`src/rtl/grf_pkg.sv`:
```
// Shared constants and trace record layout for the general register file
// and any debug logic that consumes its write trace.
package grf_pkg;

   localparam int unsigned REG_ZERO       = 0;
   localparam int unsigned DEFAULT_DATA_W = 32;
   localparam int unsigned DEFAULT_ADDR_W = 5;
   localparam int unsigned DEFAULT_PC_W   = 32;

   typedef struct packed {
      logic [DEFAULT_PC_W-1:0]   pc;
      logic [DEFAULT_ADDR_W-1:0] addr;
      logic [DEFAULT_DATA_W-1:0] data;
   } trace_entry_t;

endpackage

```
`src/rtl/grf_trace_fifo.sv`:
```
// Show-ahead synchronous FIFO for write-trace records; a push into a full
// FIFO with no simultaneous pop is dropped and latches a sticky overflow flag.
module grf_trace_fifo
   import grf_pkg::*;
#(
   parameter int WIDTH = 69,
   parameter int DEPTH = 4
) (
   input  logic                     clk,
   input  logic                     Reset,
   input  logic                     push,
   input  logic [WIDTH-1:0]         pushData,
   input  logic                     pop,
   output logic [WIDTH-1:0]         headData,
   output logic                     full,
   output logic [$clog2(DEPTH):0]   count,
   output logic                     overflow
);

   localparam int PTR_W = $clog2(DEPTH);
   localparam int CNT_W = PTR_W + 1;

   logic [WIDTH-1:0] mem [DEPTH];
   logic [PTR_W-1:0] rdPtr;
   logic [PTR_W-1:0] wrPtr;
   logic             notEmpty;
   logic             popFire;
   logic             pushAccept;

   assign notEmpty   = (count != '0);
   assign full       = (count == CNT_W'(DEPTH));
   assign popFire    = pop && notEmpty;
   // A pop in the same cycle frees a slot, so a full FIFO can still take a push.
   assign pushAccept = push && (!full || popFire);
   assign headData   = notEmpty ? mem[rdPtr] : '0;

   always_ff @(posedge clk) begin
      if (pushAccept) begin
         mem[wrPtr] <= pushData;
      end
   end

   always_ff @(posedge clk) begin
      if (Reset) begin
         rdPtr    <= '0;
         wrPtr    <= '0;
         count    <= '0;
         overflow <= 1'b0;
      end else begin
         if (pushAccept) begin
            wrPtr <= wrPtr + 1'b1;
         end
         if (popFire) begin
            rdPtr <= rdPtr + 1'b1;
         end
         case ({pushAccept, popFire})
            2'b10:   count <= count + 1'b1;
            2'b01:   count <= count - 1'b1;
            default: count <= count;
         endcase
         if (push && !pushAccept) begin
            overflow <= 1'b1;
         end
      end
   end

endmodule

```
`src/rtl/grf_trace.sv`:
```
// General register file with combinational write-first read ports, a
// hardwired zero register, and a synthesizable trace of every committed write.
module grf_trace
   import grf_pkg::*;
#(
   parameter int DATA_W      = 32,
   parameter int ADDR_W      = 5,
   parameter int NUM_RD      = 2,
   parameter int PC_W        = 32,
   parameter int TRACE_DEPTH = 4
) (
   input  logic                     clk,
   input  logic                     Reset,
   input  logic                     WriteEnable,
   input  logic [ADDR_W-1:0]        WriteAddress,
   input  logic [DATA_W-1:0]        WriteData,
   input  logic [PC_W-1:0]          WritePC,
   input  logic [NUM_RD*ADDR_W-1:0] ReadAddress,
   output logic [NUM_RD*DATA_W-1:0] ReadData,
   output logic                     TraceValid,
   input  logic                     TraceReady,
   output logic [ADDR_W-1:0]        TraceAddress,
   output logic [DATA_W-1:0]        TraceData,
   output logic [PC_W-1:0]          TracePC,
   output logic                     TraceFull,
   output logic                     TraceOverflow
);

   localparam int ENTRY_W = PC_W + ADDR_W + DATA_W;
   localparam int CNT_W   = $clog2(TRACE_DEPTH) + 1;

   logic [DATA_W-1:0]  regs [2**ADDR_W];
   logic               commit;
   logic [ENTRY_W-1:0] headEntry;
   logic [CNT_W-1:0]   traceCount;

   // Reset masks the write entirely, so it also disables the read bypass.
   assign commit = WriteEnable && (WriteAddress != ADDR_W'(REG_ZERO)) && !Reset;

   always_ff @(posedge clk) begin
      if (Reset) begin
         for (int i = 0; i < 2**ADDR_W; i++) begin
            regs[i] <= '0;
         end
      end else if (commit) begin
         regs[WriteAddress] <= WriteData;
      end
   end

   for (genvar k = 0; k < NUM_RD; k++) begin : gRead
      logic [ADDR_W-1:0] readAddr;
      assign readAddr = ReadAddress[k*ADDR_W +: ADDR_W];
      assign ReadData[k*DATA_W +: DATA_W] =
         (readAddr == ADDR_W'(REG_ZERO))            ? '0 :
         (commit && (WriteAddress == readAddr))     ? WriteData :
                                                      regs[readAddr];
   end

   grf_trace_fifo #(
      .WIDTH (ENTRY_W),
      .DEPTH (TRACE_DEPTH)
   ) uFifo (
      .clk      (clk),
      .Reset    (Reset),
      .push     (commit),
      .pushData ({WritePC, WriteAddress, WriteData}),
      .pop      (TraceReady),
      .headData (headEntry),
      .full     (TraceFull),
      .count    (traceCount),
      .overflow (TraceOverflow)
   );

   assign TraceValid = (traceCount != '0);
   assign {TracePC, TraceAddress, TraceData} = headEntry;

endmodule

```
`config.mk`:
```
export PLATFORM = sky130hd
export DESIGN_NAME = grf_trace
export DESIGN_NICKNAME = d
export VERILOG_FILES = /design/src/rtl/grf_pkg.sv /design/src/rtl/grf_trace_fifo.sv /design/src/rtl/grf_trace.sv
export SDC_FILE = /design/constraint.sdc
export NUM_CORES = 2
export LEC_CHECK = 0
export ABC_AREA = 0
export BUFFER_PORTS_ARGS = -buffer_cell sky130_fd_sc_hd__buf_2
export CAP_MARGIN = 20
export CELL_PAD_IN_SITES_DETAIL_PLACEMENT = 0
export CELL_PAD_IN_SITES_GLOBAL_PLACEMENT = 1
export CORE_ASPECT_RATIO = 0.8
export CORE_MARGIN = 5
export CORE_UTILIZATION = 54
export DETAILED_ROUTE_END_ITERATION = 8
export PLACE_DENSITY_LB_ADDON = 0.2
export SLEW_MARGIN = 25
export SYNTH_ARGS = -nofsm -noshare
export SYNTH_HDL_FRONTEND = slang
export SYNTH_HIERARCHICAL = 1
export SYNTH_SLANG_ARGS = --single-unit
```
`constraint.sdc`:
```
create_clock -name clk -period 4.6 [get_ports clk]
set_input_delay 0.46 -clock clk [delete_from_list [all_inputs] [get_ports clk]]
set_output_delay 0.46 -clock clk [all_outputs]
set_load 0.02 [all_outputs]
```
==> impl_results.md <==
* Grt ovf at 0
* Clock skew at roughly 12 ps
* FF-to-FF Start: uFifo/count[0]
* Most frequent cell after synthesis: edfxtp_1
* Post-Syn Area at 0.06617 mm^2
* Avg Cell Area, Syn at between 15 and 20 um^2
* Critical Path RT at roughly 4100 ps
* Max Cap Viol at 0
* Root buffer cell: clkbuf_16
* Critical register-to-register path endpoint: uFifo/mem[0][67]
* Routed via count at about 42000
* Critical path class: in2out
* Post-synth top flop: edfxtp_1
* Std-Cell Core Area at around 0.12 mm^2
* # clock sinks at about 1300
* Sequential element share of the synthesized area at 59.30%
* Leading cell types by count after synthesis: edfxtp_1, and2_1, mux4_2
* Setup slack, reg-to-reg at approximately 2200 ps
* CP arrival at around 3500 ps
* I/O Buffers at 218
* Total track usage at between 30% and 40%
* YS warnings at 6
* Pwr dens at around 410 mW/mm^2
* Setup tns final at 0 ps
* Worst path bufs/invs at 3
* HPWL after DPL at between 100000 and 150000 um
* Routed wire length at approximately 210000 um
* DR vias/cell at approximately 6.7
* Share of cells above drive strength 1 at a little over a quarter
* Crit path max-delay cell type: or3b_2
* Post-synth EDFFs at between 1000 and 1500
* Status: finished, final reports clean
* CP top delay family: simple AND/OR/NAND/NOR gates
* Top cells by area, synth: edfxtp_1, mux4_2, and2_1, mux2i_1, clkbuf_1
* Pin count of the biggest net entering global routing at 74
* Post-CTS Setup Bufs at 0
* CTS resizes at 0
* Most used cell, CP: buf_2
* Rel. slew slack at around 29%
* # DRC at 0
* Final std cells w/o fill at 6249
* Placed cell count at 5981
* Area share of the largest cell type after synthesis at between 50% and 60%
* Cell Rows at between 100 and 150
* Hold Path Origin: WriteAddress[2]
* Worst r2r path cells at 4
* Min cycle time layout at 3956 ps
* DR pass1 iterations at 6
* Final hold vios at 0
* Part of the cycle the worst path needs at a little under nine tenths
* CTS Buffer Depth at 3
* Cells after Synth at 4349
* Critical-path cell list: buf_2 -> or3b_2 -> buf_4 -> o22ai_1 -> nor4_1 -> nor3_1 -> nor2_1 -> buf_2
* Crit Path Max Fanout at 21
* Vias in the first global route at about 42000
* Routability-driven placement congestion ratio at just under 0.9
* Number of H-tree levels at 4
* Number of distinct library cells after synthesis at 56
* Max incr delay on CP at about 820 ps
* Asr flop ratio synth at 0%
* Leading area contributor after synthesis: edfxtp_1
* Num ports at roughly 220
* Final count of negative-setup-slack endpoints at 0
* Reg clk slew, reported paths at about 60 ps
* Yosys reg bits at around 1300
* Num CTS Buffers at between 100 and 150
* Die Wd at ~400 um
* Worst-skew pair later-pin latency at a little under 800 ps
* Hold endpoint: uFifo/mem[3][34]
* Hold Path Stages at 1
* Critical Path Start Type: input port
* ANT nets after route at 0
* Antenna violations before repair at 11
* Routed len/inst at about 34 um
* CP endpoint kind: output pin
* Drt initial violations at ~6000
* Initial core utilization at 54.58%
* CTS tree: done
* Peak supply drop at between 0.3 and 0.4 mV
* Hold crit path type: in2reg
* Least-Margin Pin Slew at about 1100 ps
* RSZ-0062 raised after global routing: no
* Area growth syn-to-layout at 11.34%
* Slew Viols, Final at 0
* Post-layout nets at 4616
* Peak Freq at 0.2528 GHz
* DIE AREA at around 0.13 mm^2
* Leakage power at ~25 nW
* First-pass GRT wire length at a little over 300000 um
* Die Y at ~320 um
==> kinds of logic after synthesis <==
kind of cell	synth area share, %
flops	59.30
other cells	0.005667
fa+ha+maj	0.1059
simple gates	12.25
xor+xnor	0.1721
compound gates	5.106
buf+inv	3.546
mux	19.51
==> cell usage in the layout (no fill, tap or decap), types with 15 or more instances in the layout <==
cell type      netlist  final
o22a_1              31     31
o21a_1              22     22
clkbuf_16            0    143
a22oi_1             33     33
nor2b_1             68     68
clkbuf_1           279     32
nor2_2               0     27
nor3_1              26     24
a21oi_1             62     62
clkinv_2             0     15
nor4_1              32     31
o21ai_1             43     43
buf_4               33    177
o22ai_1            136    136
dlygate4sd3_1        0     32
o211ai_1            54     54
o21ai_0             30     30
buf_2               81    213
nor2_1             144    113
and2_1             998    994
or2_2               35     30
a221oi_1            54     54
clkinv_1             0     29
mux2i_1            193    193
mux4_2             454    454
mux2_2              67     67
edfxtp_1          1300   1300
conb_1               1     32
buf_12               4     29
==> per-stage QoR <==
step	setup slack, ps	util (%)	power, W	cell area [um^2]	hold WS (ps)
finish	643.6	60.76	0.02994	73670	43.88
global route	608.0	60.75	0.03082	73660	19.51
CTS	599.5	60.75	0.02998	73650	1.112
detailed placement	603.2	57.10	0.01961	69230	458.5
global placement	677.0	57.09	0.01956	69220	456.1
floorplan	1169	-	0.01760	66280	480.7
==> where the power goes <==
part	switching (W)	internal [W]	total, W
combinational	0.00323	0.00206	0.00529
sequential	0.000405	0.0137	0.0141
clock	0.00462	0.00588	0.0105
total	0.00826	0.0217	0.0299
==> layer usage <==
layer	vias to the layer above	GRT usage [%]	share of wire, %
met2	2684	48.20	44
met4	4	10.47	3.1
met5	-	0	0.015
li1	17084	-	-
met1	21623	48.12	40
met3	348	8.888	12
==> registers in the layout, indices dropped and copies added (netlist names), named ones only <==
signal          cells
uFifo/overflow      1
uFifo/rdPtr         2
uFifo/mem         276
uFifo/count         3
uFifo/wrPtr         2
regs             1024
==> how the worst max path moves through the flow <==
stage / start / to / slack [ps] / cells after the start
5_1_grt: ReadAddress[5] / ReadData[44] / 610 / 10
3_5_place_dp: ReadAddress[5] / ReadData[44] / 600 / 10
4_1_cts: ReadAddress[5] / ReadData[44] / 600 / 10
3_3_place_gp: ReadAddress[5] / ReadData[44] / 680 / 10
2_1_floorplan: WriteAddress[3] / uFifo/mem[0][0] / 1170 / 7
6_report: ReadAddress[7] / ReadData[47] / 640 / 8
==> final cells by class <==
class | count | area (um^2)
timing repair buffer | 455 | 3356
fill | 9105 | 47570
sequential | 1310 | 39250
inverter | 8 | 30.03
clock buffer | 175 | 3699
clock inverter | 56 | 404.1
multi-input combinational | 2616 | 24890
tap | 1624 | 2032
antenna | 5 | 12.51
==> worst reg2reg max path: stages, from the launching register on <==
cell and delay, ps:
dfxtp_1 520, nor4b_1 140, nor2b_1 410, and2_4 650, buf_12 340
==> repair_timing <==
action,4_1_cts,5_1_grt
hold buffers,32,0
endpoints found under the hold margin,128,0
setup endpoints to repair,0,0
Note: power is estimated with default switching activity, not from simulation.
